File: src/rtl/brew_sequencer.sv
// brew_sequencer: timed brewing stage (pressurise -> heat -> deliver -> done).
// It takes the "drink accepted" pulse plus the drink code, runs each phase for
// a fixed number of timebase ticks, and drives the status indicators and the
// 10-LED delivery progress bar. Water loss during an active phase aborts to FAULT.
module brew_sequencer #(
  parameter int PRESS_TICKS = 3,
  parameter int HEAT_TICKS  = 5,
  parameter int DONE_TICKS  = 2
) (
  input  logic       clk,
  input  logic       rst_n,
  input  logic       tick,
  input  logic       start,
  input  logic [1:0] drink_sel,
  input  logic       water_ok,
  output logic       busy,
  output logic       pressurize,
  output logic       heating,
  output logic       delivering,
  output logic [9:0] led_bar,
  output logic       done,
  output logic       fault
);

  typedef enum logic [2:0] {
    S_IDLE    = 3'd0,
    S_PRESS   = 3'd1,
    S_HEAT    = 3'd2,
    S_DELIVER = 3'd3,
    S_DONE    = 3'd4,
    S_FAULT   = 3'd5
  } state_t;

  localparam logic [3:0] PRESS_LEN = 4'(PRESS_TICKS);
  localparam logic [3:0] HEAT_LEN  = 4'(HEAT_TICKS);
  localparam logic [3:0] DONE_LEN  = 4'(DONE_TICKS);

  state_t      state_q, state_d;
  logic [3:0]  cnt_q, cnt_d;
  logic [1:0]  drink_q, drink_d;
  logic [9:0]  led_q, led_d;
  logic        busy_q, press_q, heat_q, dlv_q, done_q, fault_q;
  logic [3:0]  deliver_len;

  // Delivery length scales with the latched drink: 4/6/8/10 ticks.
  assign deliver_len = 4'd4 + {1'b0, drink_q, 1'b0};

  // Next-state, phase counter, drink latch and progress bar update.
  always_comb begin
    state_d = state_q;
    cnt_d   = cnt_q;
    drink_d = drink_q;
    led_d   = led_q;
    case (state_q)
      S_IDLE: begin
        // A tick coinciding with start is deliberately not counted.
        if (start) begin
          if (water_ok) begin
            drink_d = drink_sel;
            state_d = S_PRESS;
            cnt_d   = PRESS_LEN;
          end else begin
            state_d = S_FAULT;
            cnt_d   = 4'd0;
          end
        end
      end
      S_PRESS: begin
        if (!water_ok) begin
          state_d = S_FAULT;
          cnt_d   = 4'd0;
        end else if (tick) begin
          if (cnt_q == 4'd1) begin
            state_d = S_HEAT;
            cnt_d   = HEAT_LEN;
          end else begin
            cnt_d = cnt_q - 4'd1;
          end
        end
      end
      S_HEAT: begin
        if (!water_ok) begin
          state_d = S_FAULT;
          cnt_d   = 4'd0;
        end else if (tick) begin
          if (cnt_q == 4'd1) begin
            state_d = S_DELIVER;
            cnt_d   = deliver_len;
            led_d   = 10'h000;
          end else begin
            cnt_d = cnt_q - 4'd1;
          end
        end
      end
      S_DELIVER: begin
        if (!water_ok) begin
          state_d = S_FAULT;
          cnt_d   = 4'd0;
          led_d   = 10'h000;
        end else if (tick) begin
          led_d = {led_q[8:0], 1'b1};
          if (cnt_q == 4'd1) begin
            // The bar is shown full for the whole DONE state, whatever the drink.
            state_d = S_DONE;
            cnt_d   = DONE_LEN;
            led_d   = 10'h3FF;
          end else begin
            cnt_d = cnt_q - 4'd1;
          end
        end
      end
      S_DONE: begin
        if (tick) begin
          if (cnt_q == 4'd1) begin
            state_d = S_IDLE;
            cnt_d   = 4'd0;
            led_d   = 10'h000;
          end else begin
            cnt_d = cnt_q - 4'd1;
          end
        end
      end
      S_FAULT: begin
        led_d = 10'h000;
        if (tick && water_ok) begin
          state_d = S_IDLE;
          cnt_d   = 4'd0;
        end
      end
      default: begin
        state_d = S_IDLE;
        cnt_d   = 4'd0;
        led_d   = 10'h000;
      end
    endcase
  end

  // State register plus registered output decode (no input-to-output path).
  always_ff @(posedge clk or negedge rst_n) begin
    if (!rst_n) begin
      state_q <= S_IDLE;
      cnt_q   <= 4'd0;
      drink_q <= 2'd0;
      led_q   <= 10'h000;
      busy_q  <= 1'b0;
      press_q <= 1'b0;
      heat_q  <= 1'b0;
      dlv_q   <= 1'b0;
      done_q  <= 1'b0;
      fault_q <= 1'b0;
    end else begin
      state_q <= state_d;
      cnt_q   <= cnt_d;
      drink_q <= drink_d;
      led_q   <= led_d;
      busy_q  <= (state_d != S_IDLE);
      press_q <= (state_d == S_PRESS);
      heat_q  <= (state_d == S_HEAT);
      dlv_q   <= (state_d == S_DELIVER);
      done_q  <= (state_d == S_DONE) && (state_q != S_DONE);
      fault_q <= (state_d == S_FAULT);
    end
  end

  assign busy       = busy_q;
  assign pressurize = press_q;
  assign heating    = heat_q;
  assign delivering = dlv_q;
  assign led_bar    = led_q;
  assign done       = done_q;
  assign fault      = fault_q;

endmodule

File: config.mk
export PLATFORM = sky130hd
export DESIGN_NAME = brew_sequencer
export DESIGN_NICKNAME = d
export VERILOG_FILES = /design/src/rtl/brew_sequencer.sv
export SDC_FILE = /design/constraint.sdc
export NUM_CORES = 1
export LEC_CHECK = 0
export BUFFER_PORTS_ARGS = -buffer_cell sky130_fd_sc_hd__clkbuf_2
export CAP_MARGIN = 40
export CELL_PAD_IN_SITES_DETAIL_PLACEMENT = 0
export CELL_PAD_IN_SITES_GLOBAL_PLACEMENT = 1
export CORE_MARGIN = 8
export CORE_UTILIZATION = 45
export CTS_CLUSTER_DIAMETER = 50
export DETAILED_ROUTE_END_ITERATION = 8
export PLACE_DENSITY_LB_ADDON = 0.05
export SYNTH_ARGS = -nofsm -noshare
export SYNTH_HDL_FRONTEND = slang
export SYNTH_SLANG_ARGS = --single-unit
File: constraint.sdc
create_clock -name clk -period 2.8 [get_ports clk]
set_input_delay 0.28 -clock clk [delete_from_list [all_inputs] [get_ports clk]]
set_output_delay 0.28 -clock clk [all_outputs]
set_load 0.05 [all_outputs]
-- Yosys cells after proc, flatten, opt, wreduce, memory -nomap -nowiden
Index checks and enable logic that the tools add are counted.
- flip-flop bits (word level): 25
- input bits: 7
- output and inout bits: 16
- word-level logic and storage cells: 77
- add/subtract/negate cells: 2
- equality and inequality tests: 19
- multiplexer cells: 37
- bitwise logic cells: 1
- reduce and logical (&&, ||, !) cells: 8
- operator list (operator ; number):
    2-to-1 mux 10 bit ; 6
    2-to-1 mux 4 bit ; 13
    2-to-1 mux 3 bit ; 14
    case mux 10 bit (4 select lines) ; 1
    case mux 4 bit (6 select lines) ; 1
    case mux 3 bit (6 select lines) ; 1
    == test 3 x 2 -> 1 bit (second input constant) ; 4
    == test 3 bit (second input constant) ; 4
    != test 3 bit (second input constant) ; 4
    != test 2 bit (second input constant) ; 4
    == test 3 x 1 -> 1 bit (second input constant) ; 2
    AND reduction 3 bit ; 2
    AND reduction 6 bit ; 1
    adder 3 x 3 -> 4 bit (first input constant) ; 1
    == test 4 x 1 -> 1 bit (second input constant) ; 1
    subtractor 4 x 1 -> 4 bit (second input constant) ; 1
    logical NOT 3 bit ; 1
    nonzero test 3 bit ; 1
    logical AND 1 bit ; 2
    2-to-1 mux 2 bit ; 1
    OR reduction 2 bit ; 1
    NOT 1 bit ; 1

-- Logic depth before layout (Yosys ltp)
- word-level depth: 7
- mapped depth: 7
- depth with buffers taken out: 7

-- Worst setup path before layout
Ideal clock, no wire load.
- path type: reg2reg
- start point: reg cnt_q[1]
- end point: reg done_q (netlist: done)
- setup time: 0.120 ns
- data arrival time: 1.603 ns
- required time: 2.680 ns
- path slack: 1.077 ns
- stages on the path, launching flop included: 8
- buffers on the path: 0
- period minus slack after synthesis: 1.723 ns
- path through: dfrtp_1 inv_1 ha_1 nor3b_4 nand2_2 nor4b_2 a311oi_2 and3b_1
- longest elaborated chain between the ends: 7
- elaborated cells between the ends (all ways): 15
- those cells by class: eq/ne: 2; mux: 12; reduce/logical: 1
- RTL lines (what ; RTL line ; source):
    from (decl) ; 39 ; logic [3:0] cnt_q, cnt_d;
    from (signal assigned) ; 153 ; cnt_q <= cnt_d;
    == test 4 x 1 -> 1 bit (*) ; n/a ;
    2-to-1 mux 3 bit (on tied branches) ; 102, 73, 86 ;
    2-to-1 mux 3 bit (on tied branches) ; 100, 72, 85 ;
    2-to-1 mux 3 bit (on tied branches) ; 96, 69, 82 ;
    case mux 3 bit (6 select lines) (*) ; 54 ; case (state_q)
    == test 3 bit (*) ; 160 ; done_q <= (state_d == S_DONE) && (state_q != S_DONE);
    logical AND 1 bit (*) ; 160 ;
    to (signal assigned) ; 160 ;
    to (decl) ; 42 ; logic busy_q, press_q, heat_q, dlv_q, done_q, fault_q;
Mark *: on every way between the ends. The rest lies on a longest branch, timed or not.
A chain may end at the register's enable or synchronous reset.

-- Final worst setup path
Ends and elaborated chain as after synthesis.

==> key figures <==
Worst setup path
  • Worst Setup Start Kind: register
  • Worst Path Max Fanout: 17
  • Crit-path cells: inv_1 > ha_1 > nor3b_4 > nand2_2 > a311oi_2 > and3b_1
  • Worst Path Required: 3.07 ns
  • Critical path class: register to register
  • CP endpoint kind: register
  • CP peak stage delay: 0.58 ns
  • Slowest cell on the critical path: nor3b_4
  • Worst EP arrival: 2.52 ns

Clock network
  • Post CTS Setup Buffer Count: 0
  • Worst-skew pair later-pin latency: 0.31 ns
  • Clock-pin slew on the worst setup and hold paths: 0.13 ns
  • Hold-fix buffer count after cts: 1
  • TritonCTS clock tree: done
  • Sink Count: 25
  • H-tree lvl count: 1
  • CTS Buf Count: 3
  • Root Buffer: clkbuf_4
  • Cts repair resizes: 0
  • Clock Tree Buf Depth: 2

STA
  • Max Slew Vio Count: 0
  • RSZ-0062 raised after global routing: no
  • Setup Skew: 0.007589 ns
  • Final setup vio count: 0
  • Period utilisation layout: 80.51%
  • Final WS setup: 0.5457 ns
  • Max Freq: 443.6 MHz
  • Final Critical Period: 2.254 ns
  • Worst slew margin: 58.13%
  • Worst-margin pin slew: 0.6274 ns
  • Setup_tns: 0 ns
  • Final hold vios: 0

Synth
  • Post-synth EDFFs: 0
  • YS warnings: 0
  • #FFs+latches synth: 25
  • Synth Net Count: 142
  • Syn Std Cell Area: 0.001306 mm²
  • Register area share after synthesis: 47.89%
  • Synth unique cells: 45
  • Synthesized area per cell: 9.821 µm²
  • Synth async-reset ratio: 100.0%
  • Prevailing post-synth register cell: dfrtp_1
  • Syn Inst Count: 133

Drt
  • Vias per cell: 5.806
  • Post-route ant nets: 0
  • DR vias: 1,080
  • Routed wire per std cell: 15.51 µm
  • DR pass1 iterations: 4
  • DRC Markers: 0
  • Total Wirelength: 2884 µm
  • DR iter-0 viols: 98

Power and ir drop
  • Int Power: 0.7464 mW
  • NetSw: 0.6223 mW
  • Lkg Pwr: 0.7324 nW
  • Pwr Density: 938.2 mW/mm²
  • Seq pwr share: 40.7%
  • Combinational power share: 47.7%
  • Peak VDD IR: 0.6452 mV
  • Sw frac: 45.47%
  • Clock network fraction of total power: 11.6%

Die
  • Initial Utilization: 47.37%
  • DIE AREA: 0.004883 mm²
  • Chip Width: 69.88 µm
  • Core footprint: 0.002758 mm²
  • I/O pins: 23
  • Die height: 69.88 µm
  • Num rows: 19

Cells and area
  • Layout cells sized above 1: 25.16%
  • Ant diodes: 0
  • Area growth syn-to-layout: 11.69%
  • Final #Nets: 165

Job
  • Max cap viols: 0

GRT
  • Vias in the first global route: 1,124
  • Total GRT Usage: 12.37%
  • Largest net degree at the start of global routing: 26
  • Grt ovf: 0
  • First-pass GRT wire length: 5216 µm
  • Initial antenna violation count: 0

Hold path
  • Worst Hold Class: primary input to register

Placement
  • Routability Congestion: 0.7535
  • HPWL after DPL: 2109 µm
  • Place WS: 0.5734 ns
  • Buffers on Ports: 22

Outcome
  • Status: complete, no violations
==> cells in the mapped netlist, types with 2 or more instances <==
master,n,area share (%)
dfrtp_1,25,48
nand2_1,23,6.6
o21ai_0,11,4.2
nor2_1,7,2.0
a21oi_1,5,1.9
inv_1,4,1.1
a211o_1,3,2.0
inv_2,3,0.86
nor3_1,3,1.1
o21ai_1,3,1.1
o22ai_1,3,1.4
a21o_1,2,1.1
a22oi_1,2,1.1
buf_2,2,0.77
ha_1,2,1.9
mux2_2,2,1.7
nand2b_1,2,0.96
nor3_2,2,1.5
o211ai_1,2,1.1
o21a_1,2,1.1
==> cells by family (layout without fill, tap and decap cells) <==
logic type	count (synthesis)	in the layout	share of synthesized area, %
muxes	2	2	1.724
AOI/OAI and AO/OA	42	42	23.08
and+or+nand+nor	49	49	20.21
xor gates and xnor gates	1	1	0.6706
DFF	25	25	47.89
adders and majority gates	2	2	1.915
buffers and inverters	12	34	4.501
==> power groups by stage <==
stage / Clock (mW) / Combinational [mW] / Sequential (mW)
final: 0.159 / 0.652 / 0.557
after global routing: 0.181 / 0.722 / 0.574
after CTS: 0.165 / 0.655 / 0.554
after detailed placement: 0 / 0.652 / 0.562
after global placement: 0 / 0.643 / 0.561
after floorplan: 0 / 0.484 / 0.591
==> final cells by class <==
cell class / count / area (µm²)
inverter: 7 / 26.28
tap: 31 / 38.79
fill: 257 / 1299
clock buffer: 4 / 26.28
multi-input combinational: 96 / 621.8
sequential: 25 / 625.6
timing repair buffer: 23 / 120.1
==> state kept, by name, summed over array words and instances, names as in the netlist <==
name,flops
busy,1
cnt_q,4
delivering,1
done,1
drink_q,2
fault,1
heating,1
led_bar,10
pressurize,1
state_q,3
==> worst paths after layout <==
check	cells past startpoint	startpoint	to	slack, ns
max in group asynchronous	2	rst_n	led_bar[6]$_DFFE_PN0P_	1.91
max reg2reg	6	cnt_q[1]$_DFFE_PN0P_	done$_DFF_PN0_	0.55
min	2	drink_sel[1]	drink_q[1]$_DFFE_PN0P_	0.19
max	6	cnt_q[1]$_DFFE_PN0P_	done$_DFF_PN0_	0.55
min reg2reg	2	led_bar[9]$_DFFE_PN0P_	led_bar[9]$_DFFE_PN0P_	0.50
min in group asynchronous	2	rst_n	cnt_q[3]$_DFFE_PN0P_	0.49
==> routing by layer <==
metal | GRT usage [%] | routed length [µm] | up-vias
met5 | 0 | 0 | -
met4 | 4.911 | 29 | 0
met3 | 2.825 | 126 | 4
met2 | 20.30 | 1418 | 28
met1 | 15.22 | 1309 | 526
li1 | - | - | 522
==> worst max-delay path: cells and delay by family, from the launching register on <==
kind	cells	cell delay, ns
AO/OA/AOI/OAI	1	0.49
adder cells (fa/ha/maj)	1	0.22
buffers and inverters	1	0.09
flip-flops	1	0.43
AND/OR/NAND/NOR	3	0.97
==> cell usage in the layout, fill, tap and decap left out, types with 2 or more instances in the layout <==
| master | n |
|---|---|
| ha_1 | 2 |
| a21o_1 | 2 |
| a22oi_1 | 2 |
| clkbuf_4 | 3 |
| o21a_1 | 2 |
| o21ai_0 | 11 |
| nor3_2 | 2 |
| o211ai_1 | 2 |
| nor2_1 | 7 |
| inv_2 | 3 |
| inv_1 | 4 |
| a21oi_1 | 5 |
| a211o_1 | 3 |
| nand2b_1 | 2 |
| dfrtp_1 | 25 |
| nand2_1 | 23 |
| nor3_1 | 3 |
| o22ai_1 | 3 |
| clkbuf_2 | 22 |
| o21ai_1 | 3 |
| mux2_2 | 2 |
==> metrics by stage <==
stage	util (%)	instance area, µm²	instances	power [mW]	hold WS (ns)
floorplan	-	1306	133	1.075	-0.01559
global placement	51.59	1423	181	1.204	0.3239
detailed placement	51.59	1423	181	1.215	0.3347
CTS	52.90	1459	186	1.374	0.1853
global route	52.90	1459	186	1.477	0.1704
finish	52.90	1459	186	1.369	0.1931
Note: power is estimated with default switching activity, not from simulation.
